`src/rtl/fifo_wr_arbiter.sv`:
```
// -----------------------------------------------------------------------------
// fifo_wr_arbiter
//
// Round-robin write arbiter in front of an asynchronous FIFO's write side.
// Several requesters share the single FIFO write port. One requester at a time
// owns a burst of up to MAXBURST words. Arbitration takes one IDLE cycle. The
// search starts just after the previous owner.
//
// Ports
//   wclk     : write-domain clock, all state updates on its rising edge
//   wrst     : asynchronous active-high reset
//   req      : per-requester "word ready" flags
//   req_data : requester i word at [i*DSIZE +: DSIZE]
//   wfull    : registered full flag from the FIFO write-pointer logic
//   winc     : write strobe to the FIFO (never high while wfull is high)
//   wdata    : word written when winc=1, zero otherwise
//   ack      : one-hot, marks the requester whose word was consumed this cycle
//   gnt_id   : index of the current / most recent burst owner
//   busy     : high while a burst is in progress
// -----------------------------------------------------------------------------
module fifo_wr_arbiter #(
  parameter int NREQ     = 4,
  parameter int DSIZE    = 8,
  parameter int MAXBURST = 4,
  localparam int IW      = $clog2(NREQ),
  localparam int CW      = $clog2(MAXBURST) + 1
) (
  input  logic                  wclk,
  input  logic                  wrst,
  input  logic [NREQ-1:0]       req,
  input  logic [NREQ*DSIZE-1:0] req_data,
  input  logic                  wfull,
  output logic                  winc,
  output logic [DSIZE-1:0]      wdata,
  output logic [NREQ-1:0]       ack,
  output logic [IW-1:0]         gnt_id,
  output logic                  busy
);

  typedef enum logic {IDLE, BURST} state_t;

  state_t          state_q, state_d;
  logic [IW-1:0]   gnt_id_q, gnt_id_d;
  logic [IW-1:0]   last_owner_q, last_owner_d;
  logic [CW-1:0]   count_q, count_d;

  // Returns the first requester with a word ready, searching upward from
  // last+1 and wrapping. The caller only uses the result when |r is true.
  function automatic logic [IW-1:0] rr_pick(input logic [NREQ-1:0] r,
                                            input logic [IW-1:0]   last);
    logic [IW-1:0] pick;
    logic          found;
    int            idx;
    pick  = last;
    found = 1'b0;
    for (int k = 1; k <= NREQ; k++) begin
      idx = (int'(last) + k) % NREQ;
      if (!found && r[idx]) begin
        found = 1'b1;
        pick  = IW'(idx);
      end
    end
    return pick;
  endfunction

  // NOTE: every signal assigned in this block gets a default first, so no
  // path leaves a value unassigned and no latch is inferred.
  always_comb begin
    state_d      = state_q;
    gnt_id_d     = gnt_id_q;
    last_owner_d = last_owner_q;
    count_d      = count_q;
    winc         = 1'b0;
    wdata        = '0;
    ack          = '0;

    unique case (state_q)
      IDLE: begin
        // Arbitration cycle: choose and register the owner, but write nothing.
        if (|req) begin
          gnt_id_d = rr_pick(req, last_owner_q);
          count_d  = '0;
          state_d  = BURST;
        end
      end

      BURST: begin
        // Only the owner's request line matters; other requesters wait.
        winc = req[gnt_id_q] & ~wfull;
        if (winc) begin
          ack[gnt_id_q] = 1'b1;
          wdata         = req_data[gnt_id_q*DSIZE +: DSIZE];
          count_d       = count_q + CW'(1);
          if (count_q == CW'(MAXBURST - 1)) begin
            state_d      = IDLE;
            last_owner_d = gnt_id_q;
          end
        end else if (!req[gnt_id_q]) begin
          // The owner ran dry. A full FIFO alone only stalls the burst.
          state_d      = IDLE;
          last_owner_d = gnt_id_q;
        end
      end

      default: state_d = IDLE;
    endcase
  end

  // NOTE: sequential state uses non-blocking assignments so every flop
  // samples the pre-edge values, independent of statement order.
  always_ff @(posedge wclk or posedge wrst) begin
    if (wrst) begin
      state_q      <= IDLE;
      gnt_id_q     <= '0;
      last_owner_q <= IW'(NREQ - 1);
      count_q      <= '0;
    end else begin
      state_q      <= state_d;
      gnt_id_q     <= gnt_id_d;
      last_owner_q <= last_owner_d;
      count_q      <= count_d;
    end
  end

  assign gnt_id = gnt_id_q;
  assign busy   = (state_q == BURST);

endmodule

```
`config.mk`:
```
export PLATFORM = sky130hd
export DESIGN_NAME = fifo_wr_arbiter
export DESIGN_NICKNAME = d
export VERILOG_FILES = /design/src/rtl/fifo_wr_arbiter.sv
export SDC_FILE = /design/constraint.sdc
export NUM_CORES = 1
export LEC_CHECK = 0
export ABC_AREA = 1
export CORE_MARGIN = 2
export CORE_UTILIZATION = 40
export CTS_CLUSTER_DIAMETER = 100
export CTS_CLUSTER_SIZE = 8
export DETAILED_ROUTE_END_ITERATION = 8
export DONT_BUFFER_PORTS = 1
export RECOVER_POWER = 100
export SLEW_MARGIN = 20
export SYNTH_ARGS = -nofsm -noshare
export SYNTH_HDL_FRONTEND = slang
export SYNTH_SLANG_ARGS = --single-unit
```
`constraint.sdc`:
```
create_clock -name wclk -period 1.38 [get_ports wclk]
set_input_delay 0.207 -clock wclk [delete_from_list [all_inputs] [get_ports wclk]]
set_output_delay 0.207 -clock wclk [all_outputs]
set_load 0.05 [all_outputs]
```
Word-level counts from Yosys, hierarchy flattened
Cells that the tools add are included.
{ "op_classes": {"n_addsub": 5, "order_cmp": 6, "eq_ne": 5, "shift": 1, "n_mux": 45, "bitwise": 7, "reduce_logical": 15} }
{ "ops": {"columns": ["cell", "count"], "rows": [
  ["32-bit by 6-bit indexed part select with 8-bit output", 1],
  ["1-bit 2-to-1 mux", 24],
  ["3-bit by 4-bit less-than comparator with 1-bit output (second input constant)", 4],
  ["8-bit 2-to-1 mux", 2],
  ["2-bit 2-to-1 mux", 7],
  ["1-bit binary-select mux with 2-bit select", 5],
  ["4-bit 2-to-1 mux", 2],
  ["2-bit OR reduction", 4],
  ["3-bit 2-to-1 mux", 2],
  ["2-bit by 1-bit inequality test with 1-bit output (second input constant)", 3],
  ["3-bit case mux with 2 select lines", 1],
  ["2-bit by 1-bit adder with 2-bit output (second input constant)", 2],
  ["2-bit adder (second input constant)", 2],
  ["1-bit AND (first input constant)", 4],
  ["1-bit logical AND", 4],
  ["2-bit AND reduction", 2],
  ["4-bit OR reduction", 1],
  ["3-bit by 1-bit adder with 3-bit output (second input constant)", 1],
  ["3-bit by 2-bit == test with 1-bit output (second input constant)", 1],
  ["1-bit zero test", 3],
  ["2-bit by 3-bit less-than comparator with 1-bit output (second input constant)", 1],
  ["3-bit AND reduction", 1],
  ["1-bit demux with 2-bit select", 1],
  ["2-bit by 1-bit greater-or-equal comparator with 1-bit output (second input constant)", 1],
  ["other kinds (4)", 5]
]} }
{ "word_totals": {"register_bits": 8, "out_inout_bits": 16} }

Depth between registers and ports, before layout
{ "depth": {"depth_word": 22, "depth_mapped": 12, "depth_no_buf": 11} }

Worst setup path after synthesis
OpenSTA, ideal clock, no wires.
{ "synth_timing": {"path_type": "register to output", "from": "register gnt_id_q[1] (netlist: gnt_id[1])", "to": "output port ack[2]", "t_arrival_ns": 2.392, "slack_ns": -1.219, "stages_incl_launch_ff": 7, "cell_sequence": "dfrtp_1 -> inv_2 -> nor2_4 -> nand2_2 -> nand3_2 -> nand3_4 -> nor3_1"} }
{ "synth_via": {"elab_chain_cells": 6} }
{ "synth_rtl": {"columns": ["element", "line_no", "source"], "rows": [
  ["start: declaration", "43", "logic [IW-1:0] gnt_id_q, gnt_id_d;"],
  ["start signal: assignment", "119", "gnt_id_q <= gnt_id_d;"],
  ["2-bit by 3-bit less-than comparator with 1-bit output (implied by the code) or 2-bit by 1-bit greater-or-equal comparator with 1-bit output (tied branches)", "91", "ack[gnt_id_q] = 1'b1;"],
  ["1-bit logical AND (implied by the code)", "91", null],
  ["1-bit 2-to-1 mux (implied by the code)", "91", null],
  ["1-bit demux with 2-bit select", "91", null],
  ["4-bit 2-to-1 mux (*)", "90", "if (winc) begin"],
  ["4-bit 2-to-1 mux (*)", "77", "unique case (state_q)"],
  ["end: declaration", "35", "output logic [NREQ-1:0] ack,"]
]} }
Every way passes the cells marked *; elsewhere a longest branch is shown, timed or not. The select of a mux whose other input is x is not followed.

Worst setup path in the final report
{ "layout_timing": {"from": "register gnt_id_q[1] (netlist: gnt_id[1])", "to": "output port wdata[2]"} }
{ "layout_via": {"elab_chain_cells": 5} }
{ "layout_rtl": {"columns": ["element", "line_no", "source"], "rows": [
  ["parallel branches: the longest is 3 deep, another holds 32-bit by 6-bit indexed part select with 8-bit output", null, null],
  ["8-bit 2-to-1 mux (*)", "90", null],
  ["8-bit 2-to-1 mux (*)", "77", null],
  ["end: declaration", "34", "output logic [DSIZE-1:0] wdata,"]
]} }
Mark *: on every way between the ends. The select of a mux whose other input is x is not followed.

==> out/qor.yml <==
r2r_end: "gnt_id[1]$_DFFE_PP0P_"
mostFrequentLayoutCells: "40 x nand2_1, 26 x buf_4, 17 x nand3_1"
routed_wl_mm: 3.13
max-cap-violations: 0
holdCritPathClass: "in -> async"
max_freq_mhz: 510
reg2reg_from: "last_owner_q[0]$_DFFE_PP1P_"
ys_ff_latch: 8
yosys.area.top_type: "nand2_1"
fin_crit_sh: 1.42
dieWidth_um: 50.7
intPower_mw: 1.85
htree_levels: 1
max_slew.worst_pin.slew_ps: 336
rsz0062_at_grt: "yes"
wl_per_cell_um: 14.8
combPwrFrac: 0.815
synth_cell_types: 26
antenna_found_initial: 0
post-route-worst-setup-slack_ps: -580
nets: 227
timing.critical_path.arrival_ps: 1750
r2r_cells: 11
cts_num_sinks: 8
synthTopCellsByArea: "nand2_1 24%, dfrtp_1 17%, nand3_1 9.7%"
power_frac_seq: 0.136
post-route-util: 0.819
leakagePower_nw: 0.729
grt_usage: 0.250
crit_path_start_kind: "flop"
io_buffer_count: 0
clock-root-buffer: "clkbuf_4"
cts_tree: "yes"
vias_per_cell: 5.48
worstSetupPathType: "reg -> out"
clock_latency_ps: 250
gr-total-overflow: 0
synth_seq_area_share: 0.232
firstDrtPassIters: 4
drive_gt1_frac: 0.508
numCtsBuffers: 3
core_area_um2: 2000
final_common_cell: "nand2_1"
synth_top_area_frac: 0.236
power_density_nw_per_um2: 2400
slew_viol_final: 0
dp_hpwl_mm: 2.47
hold_viol_final: 0
finalSetupViolCount: 18
design.die.area_um2: 2570
fp.dieH_um: 50.7
areaGrowthSynthToFinish_pct: 87.7
drc: 0
first_global_vias: 1170
cp.required_ps: 1170
ant_nets: 0
clock_power_share: 0.049
ys_warn_count: 0
synth_fp_nets: 182
finClkSkew_ps: 7.97
relSlewSlack: 0.776
syn_area_per_cell_um2: 6.19
start_util: 0.436
switching_share: 0.531
clkTransAtPathRegs_ps: 60
min_period_ps: 1960
grt_max_degree: 12
endpoint_kind: "output port"
synth_cells: 141
peakVddDrop_uv: 1640
synthesis.area_um2: 873
violations: "negative setup slack"
r2r_slack_ps: -170
cp_max_fo: 11
outcome: "complete, but fails checks"
first_iter_violations: 16
grt_pass1_wl_mm: 4.96
via_count: 1161
power_mw: 3.94
rows: 16
globalplace.congestion: 0.871
clk_path_buf_depth: 2
power.switching_mw: 2.09
io_pins: 55
antenna_cells: 0
[cells by family (layout without fill, tap and decap cells)]
| logic type | count (synthesis) | after routing | synth area share |
|---|---|---|---|
| flip-flops | 8 | 8 | 0.232 |
| AND/OR/NAND/NOR | 91 | 91 | 0.460 |
| buffers and inverters | 17 | 61 | 0.106 |
| AO/OA/AOI/OAI | 22 | 22 | 0.163 |
| XOR/XNOR | 1 | 1 | 0.0100 |
| adder cells (fa/ha/maj) | 2 | 2 | 0.0286 |
[area by class of cell]
cell class	instances	area [µm²]
Multi-Input combinational cell	116	787
Inverter	13	68.8
Tap cell	27	33.8
Timing Repair Buffer	44	513
Fill cell	134	363
Clock buffer	4	26.3
Sequential cell	8	210
[sequential cells by signal (all words and copies together), names as in the netlist]
name and cells:
last_owner_q 2, gnt_id 2, busy 1, count_q 3
[power groups by stage]
stage / Combinational (mW) / Clock [mW] / Sequential [mW]
final: 3.21 / 0.191 / 0.538
after global routing: 3.46 / 0.209 / 0.551
after CTS: 3.06 / 0.191 / 0.542
after detailed placement: 2.96 / 0 / 0.544
after global placement: 2.88 / 0 / 0.533
after floorplan: 1.79 / 0 / 0.663
[timing repair]
item / in CTS / in global routing
setup buffers: 1 / 2
hold buffers: 1 / 0
pin swaps: 5 / 4
endpoints found under the setup margin: 18 / 20
gates cloned: 0 / 0
resized for setup: 8 / 12
hold endpoints to repair: 6 / 0
[worst max path at each step]
stage	from	endpoint	slack, ps	cells after the start
6_report	gnt_id[1]$_DFFE_PP0P_	wdata[2]	-580	9
4_1_cts	gnt_id[0]$_DFFE_PP0P_	ack[2]	-550	9
3_5_place_dp	gnt_id[0]$_DFFE_PP0P_	wdata[2]	-270	6
3_3_place_gp	gnt_id[0]$_DFFE_PP0P_	wdata[0]	-240	9
2_1_floorplan	gnt_id[0]$_DFFE_PP0P_	wdata[0]	-500	6
5_1_grt	gnt_id[1]$_DFFE_PP0P_	ack[2]	-650	9
[metal layers]
layer | GRT usage | up-vias | part of all wire
met1 | 0.295 | 539 | 0.39
met3 | 0.0417 | 6 | 0.071
met5 | 0 | - | 0
li1 | - | 560 | -
met2 | 0.467 | 56 | 0.53
met4 | 0.0586 | 0 | 0.012
[per-stage QoR]
step / cells / worst slack, ps / cell area (µm²) / hold WS (ps) / TNS (ps)
2_1_floorplan: 141 / -499 / 1070 / 21.3 / -5840
3_3_place_gp: 204 / -244 / 1510 / 49.5 / -3270
3_5_place_dp: 204 / -272 / 1510 / 54.3 / -3890
4_1_cts: 210 / -548 / 1580 / 317 / -7350
5_1_grt: 212 / -650 / 1640 / 354 / -8980
6_report: 212 / -580 / 1640 / 331 / -7470
[synth_stat cells]
cell and instances:
a21oi_1 4, a221oi_1 4, a22oi_1 5, a31oi_1 4, buf_4 1, buf_6 2
clkbuf_8 1, clkinv_1 1, dfrtp_1 6, dfstp_2 2, ha_1 2, inv_1 9
inv_2 3, nand2_1 55, nand2_2 2, nand3_1 17, nand3_2 1, nand3_4 1
nand4_1 1, nor2_1 11, nor2_2 1, nor2_4 1, nor3_1 1, o21ai_0 3
o21ai_1 2, xor2_1 1
[worst max-delay path, cell delays in order (launching register included)]
cell     delay [ps]
dfrtp_4         510
inv_6           100
nand2_4          50
nor2_2           90
nor2_1           60
nand3_2          80
nand3_4         100
buf_12          170
a31oi_4         170
buf_12          160
No activity file was read; power rests on OpenSTA's default activity.
